**src/rtl/theta_page_sequencer.sv**
```systemverilog
// Purpose : walks all PAGES lanes of the state memory, feeding page z and page (z-1) mod PAGES
//           to an external parity unit and writing its result back to page z in place.
// Ports   : start/busy/done control; sync-read page memory (mem_raddr -> mem_rdata one cycle
//           later) plus write port; cal_start/cal_finish handshake; cur_page/prev_page/parity_out.
// Timing  : 3 + PAGES*(4 + W) cycles from start to done, where W >= 1 is the WAIT length per page.
//           Backpressure comes only from cal_finish, with no timeout; start is ignored while busy.
module theta_page_sequencer #(
    parameter int PAGES = 64,
    parameter int AW    = 6     // PAGES must equal 2**AW so z wraps naturally
) (
    input  logic          clk,
    input  logic          rst,        // asynchronous, active-low
    input  logic          start,
    output logic          busy,
    output logic          done,
    output logic [AW-1:0] mem_raddr,
    input  logic [0:24]   mem_rdata,
    output logic          mem_we,
    output logic [AW-1:0] mem_waddr,
    output logic [0:24]   mem_wdata,
    output logic          cal_start,
    input  logic          cal_finish,
    output logic [0:24]   cur_page,
    output logic [0:24]   prev_page,
    input  logic [0:24]   parity_out
);

    typedef enum logic [3:0] {
        S_IDLE,
        S_RD_LAST,
        S_CAP_LAST,
        S_RD_CUR,
        S_CAP_CUR,
        S_CALC,
        S_WAIT,
        S_WRITE,
        S_FIN
    } state_t;

    localparam logic [AW-1:0] LAST_PAGE = AW'(PAGES - 1);

    state_t        state_q, state_d;
    logic [AW-1:0] z_q, z_d;
    logic [0:24]   prev_q, prev_d;
    logic [0:24]   cur_q, cur_d;
    logic          busy_q, busy_d;
    logic          done_q, done_d;
    logic          we_q, we_d;
    logic          cal_start_q, cal_start_d;
    logic [AW-1:0] raddr_q, raddr_d;
    logic [AW-1:0] waddr_q, waddr_d;
    logic [0:24]   wdata_q, wdata_d;

    // Next state and datapath registers.
    always_comb begin
        state_d = state_q;
        z_d     = z_q;
        prev_d  = prev_q;
        cur_d   = cur_q;
        case (state_q)
            S_IDLE: begin
                if (start) begin
                    state_d = S_RD_LAST;
                    z_d     = '0;
                end
            end
            S_RD_LAST:  state_d = S_CAP_LAST;
            S_CAP_LAST: begin
                // Neighbour of page 0 is the original last page, read before anything is written.
                prev_d  = mem_rdata;
                state_d = S_RD_CUR;
            end
            S_RD_CUR:   state_d = S_CAP_CUR;
            S_CAP_CUR: begin
                cur_d   = mem_rdata;
                state_d = S_CALC;
            end
            S_CALC:     state_d = S_WAIT;
            S_WAIT: begin
                if (cal_finish) begin
                    state_d = S_WRITE;
                end
            end
            S_WRITE: begin
                // Current page becomes the neighbour of the next one, so no re-read is needed
                // and the in-place write never pollutes an operand.
                prev_d = cur_q;
                if (z_q == LAST_PAGE) begin
                    state_d = S_FIN;
                end else begin
                    z_d     = z_q + AW'(1);
                    state_d = S_RD_CUR;
                end
            end
            S_FIN:      state_d = S_IDLE;
            default:    state_d = S_IDLE;
        endcase
    end

    // Outputs are registered: they are decoded from the state being entered so that each
    // output is valid exactly during the cycle its state occupies.
    always_comb begin
        busy_d      = (state_d != S_IDLE);
        done_d      = (state_d == S_FIN);
        cal_start_d = (state_d == S_CALC);
        we_d        = (state_d == S_WRITE);
        raddr_d     = '0;
        if (state_d == S_RD_LAST) begin
            raddr_d = LAST_PAGE;
        end else if (state_d == S_RD_CUR) begin
            raddr_d = z_d;
        end
        // The parity result is taken on the cal_finish cycle and held through WRITE.
        waddr_d = we_d ? z_d : '0;
        wdata_d = we_d ? parity_out : '0;
    end

    always_ff @(posedge clk or negedge rst) begin
        if (!rst) begin
            state_q     <= S_IDLE;
            z_q         <= '0;
            prev_q      <= '0;
            cur_q       <= '0;
            busy_q      <= 1'b0;
            done_q      <= 1'b0;
            we_q        <= 1'b0;
            cal_start_q <= 1'b0;
            raddr_q     <= '0;
            waddr_q     <= '0;
            wdata_q     <= '0;
        end else begin
            state_q     <= state_d;
            z_q         <= z_d;
            prev_q      <= prev_d;
            cur_q       <= cur_d;
            busy_q      <= busy_d;
            done_q      <= done_d;
            we_q        <= we_d;
            cal_start_q <= cal_start_d;
            raddr_q     <= raddr_d;
            waddr_q     <= waddr_d;
            wdata_q     <= wdata_d;
        end
    end

    assign busy      = busy_q;
    assign done      = done_q;
    assign mem_we    = we_q;
    assign cal_start = cal_start_q;
    assign mem_raddr = raddr_q;
    assign mem_waddr = waddr_q;
    assign mem_wdata = wdata_q;
    assign cur_page  = cur_q;
    assign prev_page = prev_q;

endmodule

```
**config.mk**
```make
export PLATFORM = sky130hd
export DESIGN_NAME = theta_page_sequencer
export DESIGN_NICKNAME = d
export VERILOG_FILES = /design/src/rtl/theta_page_sequencer.sv
export SDC_FILE = /design/constraint.sdc
export NUM_CORES = 1
export LEC_CHECK = 0
export BUFFER_PORTS_ARGS = -buffer_cell sky130_fd_sc_hd__buf_2
export CORE_AREA = 2 2 99 101
export DETAILED_ROUTE_END_ITERATION = 6
export DIE_AREA = 0 0 101 103
export GPL_ROUTABILITY_DRIVEN = 1
export PLACE_DENSITY = 0.75
export SLEW_MARGIN = 20
export SYNTH_ARGS = -nofsm -noshare
export SYNTH_HDL_FRONTEND = slang
export SYNTH_SLANG_ARGS = --single-unit
```
**constraint.sdc**
```tcl
create_clock -name clk -period 1.6 [get_ports clk]
set_input_delay 0 -clock clk [delete_from_list [all_inputs] [get_ports clk]]
set_output_delay 0 -clock clk [all_outputs]
set_load 0.05 [all_outputs]
```
==> results.toml <==
[layout]
final_common_cell = "buf_2"
final_cell_mix = "143 x buf_2, 98 x dfrtp_1, 53 x dlygate4sd3_1"
final_net_count = 597
fillers = 744
area_growth_pct = 43.1
drive_above_1_share_pct = 42.4
antenna_cells = 0

[worst_setup_path]
path_depth = 5
crit_arrival_ps = 1810
slowest_stage = "dfrtp_2"
startpoint_type = "flop"
reg2regPathDepth = 5
cp_data_required_time_ps = 1830
crit_buf_inv = 1
critical_path.top_delay_family = "flip-flops"
worstPathCellList = "buf_4 -> nand4b_4 -> or2_2 -> a22oi_2 -> o22ai_1"
critPathMaxFanout = 7
critPathKind = "flop to flop"
worst_path_largest_cell_delay_ps = 470
endpoint_kind = "flop"

[power]
power_uw = 12700
pwr_density_cell_nw_per_um2 = 2160
irDropWorstVdd_v = 0.00132
leakage_uw = 0.00292

[route]
drc = 0
route.vias.total = 3218
viasPerCell = 4.87
routedWlPerCell_um = 15.2
drt_iter0_drc = 111
finalWirelength_um = 10000
antenna_left = 0
dr.pass1.iters = 4

[floorplan]
die_h_um = 103
die-area_um2 = 10400
io_pins = 145
rows = 36
die_x_um = 101
design.core.area_um2 = 9460
start_util_pct = 43.4

[timing]
rsz0062_at_grt = "true"
fin_hold_ws_ps = 115
tightest_slew_ps = 454
finClkSkew_ps = 9.10
setup_viol_count_final = 0
slew_violations = 0
period_needed_ps = 1570
timing.slew.headroom_pct = 69.7
period_share_pct = 98.4
hold_violations = 0
fmax_mhz = 635

[cts]
tritoncts = "yes"
cts.clk_slew.worst_paths_ps = 100
clockBufferDepth = 2
clkLatencyLatePin_ps = 360
clock-sinks = 101
cts-root-buf = "clkbuf_8"
cts_buffers = 9
ctsHtreeMaxLevel = 3

[yosys]
synth-main-ff-cell = "dfrtp_1"
syn_avg_cell_area_um2 = 12.8
yosys.area.top_type = "dfrtp_1"
synthesis.nets = 376
yosysWarnings = 0
netlist_instances = 321
synth.distinct_cells = 48
netlist_area_um2 = 4110
synth_edf_count = 0
synth_top_cell_area_share_pct = 61.5
ys_seq_area_share_pct = 61.5
ys_async_sr_fraction_pct = 100
synthTopCellsByArea = "dfrtp_1 62%, mux2_2 6.9%, mux2i_1 6.1%"
synth-seq-cells = 101

[outcome]
outcome = "finished clean"

[global_route]
antenna_found_initial = 0
grt_pass1_vias = 3223
grt_pass1_wl_um = 15500
grt_max_degree = 51
gr-total-overflow = 0
track_usage_pct = 19.2

[job]
cap_violations = 0

[worst_hold_path]
min_path_type = "primary input to asynchronous set/reset pin"

[placement]
globalplace.congestion = 0.845
hpwl_um = 6520
io_buffers = 144
-- logic make-up (layout without fill, tap and decap cells) --
group / count (synthesis) / after routing / synth area share (%)
flip-flops: 101 / 101 / 61.5
AND/OR/NAND/NOR: 91 / 91 / 12.9
buffers and inverters: 22 / 248 / 3.87
multiplexers: 50 / 50 / 12.9
XOR/XNOR: 5 / 5 / 1.07
AO/OA/AOI/OAI: 51 / 51 / 7.43
adder cells (fa/ha/maj): 1 / 1 / 0.304
-- registers in the layout, indices dropped and copies added (netlist names) --
| signal | cells |
|---|---|
| cur_page | 25 |
| mem_wdata | 25 |
| prev_page | 25 |
| mem_raddr | 6 |
| mem_waddr | 6 |
| z_q | 6 |
| state_q | 4 |
| busy | 1 |
| cal_start | 1 |
| done | 1 |
| mem_we | 1 |
-- synthesized netlist by cell type, types with 2 or more instances --
cell type,n
buf_6,6
buf_4,5
a21oi_1,6
dfrtp_1,101
o21ai_0,23
o21ai_1,10
nor2_1,10
nor4_1,2
inv_1,3
nor3_1,4
clkbuf_1,5
mux2_2,25
o31ai_1,2
xnor2_1,3
nand2_1,30
xor2_1,2
nand3_1,2
and2_1,27
mux2i_1,25
nor3_2,2
-- cell type report --
class,instances,area [µm²],area share [%]
clock buffer,16,190,3.23
tap,114,143,2.43
multi-input combinational,198,1450,24.6
sequential,101,2530,43.1
inverter,4,17.5,0.298
timing repair buffer,228,1550,26.4
-- power breakdown --
part,internal [µW],switching [µW],total (µW)
Clock,741,820,1560
Sequential,3490,559,4040
Combinational,2210,4870,7090
Total,6440,6250,12700
-- timing repair --
| action | in CTS | in global routing |
|---|---|---|
| hold endpoints to repair | 145 | 0 |
| resized for setup | 1 | 11 |
| pin swaps | 0 | 8 |
| hold buffers | 53 | 0 |
| gates cloned | 0 | 0 |
| setup endpoints to repair | 27 | 57 |
| setup buffers | 0 | 7 |
-- per-stage QoR --
step | worst slack, ps | utilization, % | cells | area [µm²] | setup TNS, ps
2_1_floorplan | 59.5 | - | 321 | 4110 | 0
3_3_place_gp | 64.2 | 53.5 | 585 | 5060 | 0
3_5_place_dp | -2.85 | 53.5 | 585 | 5060 | -5.48
4_1_cts | 2.86 | 61.2 | 654 | 5790 | 0
5_1_grt | -36.4 | 62.2 | 661 | 5880 | -43.5
6_report | 26.0 | 62.2 | 661 | 5880 | 0
-- worst paths after layout --
check	start	end	slack (ps)
worst max-delay path	state_q[0]	z_q[5]	30
worst max register to register	state_q[0]	z_q[5]	30
max in group asynchronous	rst	cur_page[14]	850
min in group clk	parity_out[21]	mem_wdata[21]	380
worst min-delay path	rst	prev_page[4]	110
worst min register to register	z_q[4]	z_q[4]	480
-- layer usage --
layer  wire (µm)  part of all wire (%)  track usage (%)  up-vias
met1        4170                    42             23.5     1552
met5           0                     0                0        -
met4         238                   2.4             9.67        0
met3         446                   4.4             4.07       19
met2        5190                    52             32.4      107
li1            -                     -                -     1540
Power figures use the tool's default switching activity.
